<file path="src/rtl/alu_pkg.sv">
// Shared types for the pipeline stall/bubble/halt sequencer.
package alu_pkg;

  typedef enum logic [1:0] {
    PC_RUN    = 2'd0,
    PC_MDU    = 2'd1,
    PC_DRAIN  = 2'd2,
    PC_HALTED = 2'd3
  } pipe_ctrl_state_e;

endpackage : alu_pkg

</file>
<file path="src/rtl/pipe_ctrl_timer.sv">
// Loadable down-counter shared by the MUL/DIV occupancy and HALT drain phases.
module pipe_ctrl_timer #(
  parameter int W = 3
) (
  input  logic         clk,
  input  logic         rst_n,
  input  logic         load,
  input  logic [W-1:0] value,
  input  logic         dec,
  input  logic         hold,
  output logic         is_one
);

  logic [W-1:0] cnt;

  // Load takes priority; otherwise count down while not held, stopping at zero.
  always_ff @(posedge clk or negedge rst_n) begin
    if (!rst_n) begin
      cnt <= '0;
    end else if (load) begin
      cnt <= value;
    end else if (dec && !hold && (cnt != '0)) begin
      cnt <= cnt - W'(1);
    end
  end

  assign is_one = (cnt == W'(1));

endmodule : pipe_ctrl_timer

</file>
<file path="src/rtl/pipe_stall_ctrl.sv">
// Central stall/bubble/halt sequencer for the 4-stage pipeline.
// Optional stall-cycle performance counter: define PIPE_CTRL_PERF_EN.
module pipe_stall_ctrl
  import alu_pkg::*;
#(
  parameter int MDU_CYCLES  = 4,
  parameter int DRAIN_DEPTH = 3,
  parameter int PERF_W      = 16
) (
  input  logic              clk,
  input  logic              rst_n,
  input  logic              ld_use_haz,
  input  logic              mdu_start,
  input  logic              mem_busy,
  input  logic              halt_req,
  input  logic              resume,
  input  logic              perf_clr,
  output logic              stall_fe,
  output logic              stall_a,
  output logic              stall_m,
  output logic              bubble_a,
  output logic              bubble_m,
  output logic              halt_sys,
  output logic [PERF_W-1:0] stall_cycles
);

  localparam int CNT_MAX = (MDU_CYCLES > DRAIN_DEPTH) ? MDU_CYCLES : DRAIN_DEPTH;
  localparam int CNT_W   = $clog2(CNT_MAX + 1);

  pipe_ctrl_state_e state_q, state_d;
  logic             tmr_load;
  logic [CNT_W-1:0] tmr_value;
  logic             tmr_dec;
  logic             tmr_is_one;

  pipe_ctrl_timer #(.W(CNT_W)) u_timer (
    .clk    (clk),
    .rst_n  (rst_n),
    .load   (tmr_load),
    .value  (tmr_value),
    .dec    (tmr_dec),
    .hold   (mem_busy),
    .is_one (tmr_is_one)
  );

  // State register.
  always_ff @(posedge clk or negedge rst_n) begin
    if (!rst_n) state_q <= PC_RUN;
    else        state_q <= state_d;
  end

  // Next-state and output decode; all outputs held low while reset is asserted.
  // A load-use bubble with a simultaneous HALT still queues the drain for the next cycle.
  always_comb begin
    state_d   = state_q;
    tmr_load  = 1'b0;
    tmr_value = '0;
    tmr_dec   = 1'b0;
    stall_fe  = 1'b0;
    stall_a   = 1'b0;
    stall_m   = 1'b0;
    bubble_a  = 1'b0;
    bubble_m  = 1'b0;
    halt_sys  = 1'b0;
    if (rst_n) begin
      unique case (state_q)
        PC_RUN: begin
          if (mem_busy) begin
            stall_fe = 1'b1;
            stall_a  = 1'b1;
            stall_m  = 1'b1;
          end else if (mdu_start) begin
            if (MDU_CYCLES > 1) begin
              state_d   = PC_MDU;
              tmr_load  = 1'b1;
              tmr_value = CNT_W'(MDU_CYCLES - 1);
            end
          end else begin
            if (ld_use_haz) begin
              stall_fe = 1'b1;
              bubble_a = 1'b1;
            end
            if (halt_req) begin
              state_d   = PC_DRAIN;
              tmr_load  = 1'b1;
              tmr_value = CNT_W'(DRAIN_DEPTH);
            end
          end
        end
        PC_MDU: begin
          stall_fe = 1'b1;
          stall_a  = 1'b1;
          if (mem_busy) begin
            stall_m = 1'b1;
          end else begin
            bubble_m = 1'b1;
            tmr_dec  = 1'b1;
            if (tmr_is_one) state_d = PC_RUN;
          end
        end
        PC_DRAIN: begin
          stall_fe = 1'b1;
          if (mem_busy) begin
            stall_a = 1'b1;
            stall_m = 1'b1;
          end else begin
            bubble_a = 1'b1;
            tmr_dec  = 1'b1;
            if (tmr_is_one) state_d = PC_HALTED;
          end
        end
        PC_HALTED: begin
          halt_sys = 1'b1;
          stall_fe = 1'b1;
          if (resume) state_d = PC_RUN;
        end
      endcase
    end
  end

`ifdef PIPE_CTRL_PERF_EN
  logic [PERF_W-1:0] perf_q;

  // Saturating count of front-end stall cycles outside HALT; clear wins.
  always_ff @(posedge clk or negedge rst_n) begin
    if (!rst_n) begin
      perf_q <= '0;
    end else if (perf_clr) begin
      perf_q <= '0;
    end else if (stall_fe && !halt_sys && (perf_q != '1)) begin
      perf_q <= perf_q + PERF_W'(1);
    end
  end

  assign stall_cycles = perf_q;
`else
  logic unused_perf_clr;
  assign unused_perf_clr = perf_clr;
  assign stall_cycles    = '0;
`endif

endmodule : pipe_stall_ctrl

</file>
<file path="config.mk">
export PLATFORM = sky130hd
export DESIGN_NAME = pipe_stall_ctrl
export DESIGN_NICKNAME = d
export VERILOG_FILES = /design/src/rtl/alu_pkg.sv /design/src/rtl/pipe_ctrl_timer.sv /design/src/rtl/pipe_stall_ctrl.sv
export SDC_FILE = /design/constraint.sdc
export NUM_CORES = 1
export LEC_CHECK = 0
export ABC_AREA = 1
export CORE_ASPECT_RATIO = 0.9
export CORE_UTILIZATION = 40
export DETAILED_ROUTE_END_ITERATION = 7
export PLACE_DENSITY = 0.88
export REMOVE_ABC_BUFFERS = 1
export SYNTH_ARGS = -nofsm -noshare
export SYNTH_HDL_FRONTEND = slang
export SYNTH_SLANG_ARGS = --single-unit
</file>
<file path="constraint.sdc">
create_clock -name clk -period 1.85 [get_ports clk]
set_input_delay 0.37 -clock clk [delete_from_list [all_inputs] [get_ports clk]]
set_output_delay 0.37 -clock clk [all_outputs]
set_load 0.03 [all_outputs]
</file>
### Yosys cells after proc, flatten, opt, wreduce, memory -nomap -nowiden

Cells that the tools add are included.

| storage, ports and cells | value |
|---|---|
| output and inout bits | 22 |
| bits in registers | 5 |
| logic and storage cells | 66 |

| operators by class | value |
|---|---|
| equal/unequal tests | 11 |
| $add $sub $neg | 1 |
| muxes and demuxes | 41 |
| reduce and logical (&&, ||, !) cells | 11 |

Operators by type and width:

| cell | number |
|---|---|
| two-way mux 2 bit | 13 |
| two-way mux 1 bit | 22 |
| inequality test 2 bit (second input constant) | 6 |
| one-hot mux 2 bit (4 select lines) | 1 |
| AND reduction 8 bit | 1 |
| two-way mux 3 bit | 2 |
| one-hot mux 1 bit (2 select lines) | 3 |
| OR reduction 3 bit | 2 |
| == test 2 bit (second input constant) | 2 |
| OR reduction 2 bit | 2 |
| == test 3 x 1 -> 1 bit (second input constant) | 1 |
| inequality test 3 bit (second input constant) | 1 |
| nonzero test 3 bit | 1 |
| subtractor 3 x 1 -> 3 bit (second input constant) | 1 |
| == test 2 x 1 -> 1 bit (second input constant) | 1 |
| logical AND 1 bit | 2 |
| zero test 2 bit | 1 |
| nonzero test 2 bit | 1 |
| zero test 1 bit | 1 |

### Depth between registers and ports, before layout

Gate-level depths: netlist of the first run.

| depth | value |
|---|---|
| word-level depth | 8 |
| mapped depth | 9 |

### By module

From an unflattened synthesis of the first run, not the netlist that was laid out.

| unflattened totals | value |
|---|---|
| cell total of the unflattened synthesis | 105 |
| area total of the unflattened synthesis | 732.0 um^2 |

By module, submodules not included:

| module | area an instance (um^2) | sequential area each (um^2) | cells an instance | times used |
|---|---|---|---|---|
| pipe_stall_ctrl | 479.2 | 50.0 | 70 | 1 |
| pipe_ctrl_timer | 252.7 | 75.1 | 35 | 1 |

### Worst setup path after synthesis of the first run

No wires, ideal clock.

| timing path | value |
|---|---|
| path type | register to output |
| start | reg state_q[0] |
| end | out stall_m |
| data arrival time | 1.305 ns |
| slack | 0.175 ns |
| stages on the path, launching flop included | 3 |
| buffers on the path | 0 |
| cells stage by stage | dfrtp_1 ha_1 nor3_1 |

| on the way | value |
|---|---|
| word-level cells in the longest chain between the ends | 4 |

Ends and longest elaborated chain:

| item | RTL line | RTL |
|---|---|---|
| from (decl) | pipe_stall_ctrl.sv:30 | `pipe_ctrl_state_e state_q, state_d;` |
| from (signal assigned) | pipe_stall_ctrl.sv:49 | `else state_q <= state_d;` |
| == test 2 bit (tied with other cells) | pipe_stall_ctrl.sv:66 | `unique case (state_q)` |
| OR reduction 3 bit (no line) * | -- |  |
| two-way mux 1 bit * | -- |  |
| two-way mux 1 bit * | pipe_stall_ctrl.sv:65 | `if (rst_n) begin` |
| to (decl) | pipe_stall_ctrl.sv:20 | `output logic stall_m,` |

Mark *: on every way between the ends. The rest lies on a longest branch, timed or not.

### Final worst setup path of the first run

| timing path | value |
|---|---|
| start | in mdu_start |
| end | out bubble_a |

| on the way | value |
|---|---|
| word-level cells in the longest chain between the ends | 4 |

Ends and longest elaborated chain:

| item | RTL line | RTL |
|---|---|---|
| from (decl) | pipe_stall_ctrl.sv:13 | `input logic mdu_start,` |
| two-way mux 1 bit | pipe_stall_ctrl.sv:72 | `end else if (mdu_start) begin` |
| two-way mux 1 bit | pipe_stall_ctrl.sv:68 | `if (mem_busy) begin` |
| one-hot mux 1 bit (2 select lines) | pipe_stall_ctrl.sv:66 |  |
| two-way mux 1 bit | pipe_stall_ctrl.sv:65 |  |
| to (decl) | pipe_stall_ctrl.sv:21 | `output logic bubble_a,` |

No other way between the ends.

==> results.json, run 1 <==
{
  "grt_antenna_before_repair": 0,
  "ioPinCount": 30,
  "routedWlPerCell_um": 9.70,
  "detail_route.vias_per_cell": 4.34,
  "vias": 530,
  "insertion_delay_ns": 0.24,
  "dpl.hpwl_um": 955,
  "cts_tree": "built",
  "synth.area.top_cells": "dfrtp_1 20%, ha_1 20%, buf_4 19%",
  "post-route-drc-count": 5,
  "netlist_instances": 89,
  "multiInputGateArea_um2": 400,
  "startpoint_type": "input pin",
  "clock_sinks": 5,
  "syn_to_final_growth_pct": 17.5,
  "gr-total-overflow": 0,
  "fin_nets": 126,
  "hold_ws_ns": 0.511,
  "grt_usage_pct": 15.8,
  "crit_fanout": 3,
  "grt_pass1_wl_mm": 1.98,
  "fill_cells": 155,
  "cts_root_buf": "clkbuf_4",
  "p_leak_nw": 0.442,
  "r2r-end": "state_q[0]",
  "postRouteAntennaNets": 0,
  "vdd_ir_drop_max_mv": 0.647,
  "grt_max_degree": 8,
  "fin_skew_ns": 0.00602,
  "failed_checks": "DRC",
  "drt_iter0_markers": 11,
  "yosysUniqueCellTypes": 20,
  "required_ns": 1.48,
  "drt_pass1_iterations": 6,
  "gp_congestion": 0.845,
  "post-route-period-util_pct": 95.4,
  "hold_violations": 0,
  "die_h_um": 39.9,
  "finalCriticalPeriod_ns": 1.76,
  "arrival_ns": 1.39,
  "setup_violations": 0,
  "synth_top_area_cell": "dfrtp_1",
  "worstReg2RegStart": "state_q[0]",
  "fin_total_pwr_w": 0.000854,
  "diodes": 0,
  "reg2regPathDepth": 7,
  "wl_met1_um": 614,
  "utilization_pct": 51.2,
  "synth_area_um2": 638,
  "synth.top_cell.area_share_pct": 19.6,
  "yosysSeqAreaShare_pct": 19.6,
  "core-area_um2": 1460,
  "cts_made_buffers": 3,
  "die_area_um2": 1760,
  "path_clk_slew_ns": 0.05,
  "powerDensity_nw_per_um2": 1140,
  "synth_warnings": 0,
  "finalSetupTns_ns": 0,
  "detail_route.wirelength_mm": 1.18,
  "clockBufferDepth": 2,
  "hp-class": "input pin to async pin",
  "layout-drive-gt1-share_pct": 15.0,
  "cap_viol_max_count": 0,
  "wl_met3_um": 60,
  "cts_hold_buf": 0,
  "start_util_pct": 43.6,
  "grt_pass1_vias": 455,
  "htree_levels": 1,
  "synth-seq-cells": 5,
  "max_freq_mhz": 567,
  "rows": 13,
  "status": "complete, but fails checks",
  "worstSetupEndpointType": "output pin",
  "numPortBuffers": 12,
  "routed.top_layer": "met3",
  "die_w_um": 44.1,
  "regArea_um2": 125,
  "wl_met2_um": 508,
  "worstSetupPathType": "input pin to output pin",
  "synth_area_per_cell_um2": 7.17,
  "reg2reg_setup_slack_ns": 0.34,
  "slew_violations": 0,
  "rsz0062_at_grt": "false"
}
## metal layers
metal	up-vias	GRT usage, %
met5	-	0
met4	0	4.55
met3	0	4.15
met2	22	22.1
met1	229	23.2
li1	279	-
## cell type report
class                           count  share of cell area [%]
Tap cell                           15                    2.50
Inverter                           13                    6.51
Multi-Input combinational cell     70                    53.4
Timing Repair Buffer               15                    17.4
Clock buffer                        4                    3.51
Sequential cell                     5                    16.7
## critical path: stages
cell             delay, ns
clkdlybuf4s50_1       0.50
inv_1                 0.08
nand2_1               0.08
nor2_1                0.04
o21a_1                0.16
buf_4                 0.16
## kinds of logic (layout without fill, tap and decap cells)
family / count (synthesis) / in the layout / share of synthesized area, %
simple gates: 34 / 34 / 23.9
flops: 5 / 5 / 19.6
xor+xnor: 1 / 1 / 1.37
compound gates: 9 / 9 / 8.43
other cells: 1 / 16 / 0.588
fa+ha+maj: 10 / 10 / 19.6
buf+inv: 29 / 32 / 26.5
## worst max path at each step
stage / endpoint / depth (start not counted) / start
2_1_floorplan: stall_m / 2 / state_q[0]
3_3_place_gp: stall_m / 4 / mem_busy
3_5_place_dp: stall_m / 4 / mem_busy
4_1_cts: stall_m / 4 / mem_busy
5_1_grt: bubble_a / 6 / state_q[0]
6_report: bubble_a / 6 / mdu_start
## cells in the final DEF (no fill, tap or decap), types with 2 or more instances in the layout
| master | count |
|---|---|
| conb_1 | 16 |
| dfrtp_1 | 5 |
| nand2_1 | 17 |
| o21ai_0 | 4 |
| ha_1 | 10 |
| nor2_1 | 8 |
| buf_4 | 9 |
| inv_2 | 2 |
| clkbuf_4 | 3 |
| o21a_1 | 2 |
| nand3_1 | 5 |
| clkdlybuf4s50_1 | 5 |
| inv_1 | 10 |
## where the power goes
group	total, W	internal [W]	switching (W)
logic	0.000548	0.000194	0.000353
clock network	0.000124	0.0000814	0.0000425
registers	0.000182	0.000153	0.0000290
## cell usage after synthesis
| cell | count |
|---|---|
| nand2_1 | 17 |
| buf_4 | 16 |
| inv_1 | 11 |
| ha_1 | 10 |
| nor2_1 | 8 |
| dfrtp_1 | 5 |
| nand3_1 | 5 |
| o21ai_0 | 4 |
| o21a_1 | 2 |
| a21oi_1 | 1 |
| a31oi_1 | 1 |
| clkinv_1 | 1 |
| conb_1 | 1 |
| inv_2 | 1 |
| nand3_2 | 1 |
| nand3b_1 | 1 |
| nor2_4 | 1 |
| nor3_1 | 1 |
| o211ai_1 | 1 |
| xor2_1 | 1 |
## through the flow
step	area (um2)	setup WS [ns]	instances
after floorplan	574	0.175	88
after global placement	713	0.0651	117
after detailed placement	713	0.0460	117
after CTS	747	0.0368	122
after global routing	749	0.00263	122
final	749	0.0859	122
## timing repair
| item | in CTS | in global routing |
|---|---|---|
| buffers inserted | 1 | 0 |
| endpoints found under the setup margin | 1 | 3 |
| gates resized for setup | 0 | 2 |
| endpoints found under the hold margin | 0 | 0 |
## state kept, by name (all words and copies together) (netlist names)
name	count
state_q	2
u_timer.cnt	3
Power figures use the tool's default switching activity.
==> run 2, diff against run 1 <==
--- a/config.mk
+++ b/config.mk
@@ -7,6 +7,7 @@
 export LEC_CHECK = 0
 export ABC_AREA = 1
 export CORE_ASPECT_RATIO = 0.9
+export CORE_MARGIN = 2
 export CORE_UTILIZATION = 40
 export DETAILED_ROUTE_END_ITERATION = 7
 export PLACE_DENSITY = 0.88
==> results.json, run 2 (synthesized netlist as in run 1, its figures left out) <==
{
  "status": "complete, no violations",
  "clockBufferDepth": 2,
  "p_leak_nw": 0.447,
  "gr-total-overflow": 0,
  "mostFrequentLayoutCells": "17 x nand2_1, 16 x conb_1, 10 x inv_1, 10 x ha_1, 10 x buf_4",
  "clock_sinks": 5,
  "cts_root_buf": "clkbuf_4",
  "setup_violations": 0,
  "finalSetupTns_ns": 0,
  "syn_to_final_growth_pct": 18.6,
  "cts_tree": "built",
  "grt_max_degree": 8,
  "design_area_um2": 757,
  "insertion_delay_ns": 0.24,
  "startpoint_type": "input pin",
  "core-area_um2": 1460,
  "utilization_pct": 51.7,
  "largest_reg_flops": 3,
  "worstSetupEndpointType": "output pin",
  "vdd_ir_drop_max_mv": 0.521,
  "fin_skew_ns": 0.000844,
  "grt_pass1_wl_mm": 2.03,
  "fin_nets": 127,
  "vias": 566,
  "max_freq_mhz": 570,
  "grt_pass1_vias": 493,
  "hold_ws_ns": 0.505,
  "final_common_cell": "nand2_1",
  "cts_made_buffers": 3,
  "die_w_um": 46.1,
  "path_clk_slew_ns": 0.04,
  "rows": 13,
  "htree_levels": 1,
  "crit_fanout": 4,
  "postRouteAntennaNets": 0,
  "die_area_um2": 1930,
  "drt_iter0_markers": 27,
  "finalCriticalPeriod_ns": 1.75,
  "cts_hold_buf": 0,
  "routedWlPerCell_um": 9.30,
  "regMostFlops": "u_timer.cnt",
  "grt_antenna_before_repair": 0,
  "ioPinCount": 30,
  "required_ns": 1.48,
  "detail_route.vias_per_cell": 4.60,
  "grt_usage_pct": 14.4,
  "die_h_um": 41.9,
  "rsz0062_at_grt": "false",
  "arrival_ns": 1.38,
  "detail_route.wirelength_mm": 1.14,
  "layout-drive-gt1-share_pct": 15.7,
  "largest_registers": "u_timer.cnt: 3 flops, state_q: 2 flops",
  "dpl.hpwl_um": 984,
  "dpl_cell_area_um2": 728,
  "drt_pass1_iterations": 4,
  "hp-class": "flop to flop",
  "start_util_pct": 43.6,
  "post-route-drc-count": 0,
  "post-route-period-util_pct": 94.8,
  "numPortBuffers": 12,
  "hold_violations": 0,
  "cap_viol_max_count": 0,
  "diodes": 0,
  "gp_congestion": 0.820,
  "worstSetupPathType": "input pin to output pin",
  "slew_violations": 0,
  "powerDensity_nw_per_um2": 1110
}
[run 2: cell types whose count changed in the layout (fill, tap and decap cells not counted), sizes merged]
cell	change
buf	+1
[run 2: area by class of cell]
class	count	area [um2]
Tap cell	15	18.8
Sequential cell	5	125
Timing Repair Buffer	16	138
Inverter	13	48.8
Fill cell	156	707
Clock buffer	4	26.3
Multi-Input combinational cell	70	400
[run 2: final timing paths]
path,start,endpoint,slack [ns],depth (start not counted)
setup / recovery,rst_n,bubble_a,0.1,5
hold / removal,u_timer.cnt[1],u_timer.cnt[1],0.50,2
setup reg to reg,state_q[0],state_q[1],0.41,7
hold reg to reg,u_timer.cnt[1],u_timer.cnt[1],0.50,2
max in group asynchronous,rst_n,state_q[0],1.22,2
min in group asynchronous,rst_n,u_timer.cnt[1],0.51,2
[run 2: critical path, cell delays in order]
cell	delay, ns
clkdlybuf4s50_1	0.53
inv_2	0.08
nor2_4	0.12
o21a_1	0.13
buf_4	0.15
[run 2: stage by stage]
step | std cells | power [W] | setup WS, ns
floorplan | 88 | 0.000567 | 0.175
global placement | 119 | 0.000696 | 0.0619
detailed placement | 119 | 0.000717 | 0.0550
CTS | 123 | 0.000849 | 0.0484
global route | 123 | 0.000932 | 0.0119
finish | 123 | 0.000840 | 0.0965
[run 2: what timing repair did]
item / CTS / global route
buffers inserted: 0 / 0
gates resized for setup: 0 / 2
endpoints found under the setup margin: 0 / 4
[run 2: per-layer routing]
metal | vias to the layer above | part of all wire, % | global-route usage (%)
li1 | 282 | - | -
met2 | 32 | 44 | 20.6
met5 | - | 0 | 0
met4 | 0 | 0.35 | 3.43
met3 | 2 | 12 | 6.96
met1 | 250 | 43 | 19.3
[run 2: where the power goes]
part	leakage, nW	switching (W)	internal (W)	total [W]
sequential	0.0612	0.0000274	0.000153	0.000181
clock	0.0150	0.0000425	0.0000814	0.000124
combinational	0.370	0.000339	0.000196	0.000536
total	0.447	0.000409	0.000431	0.000840
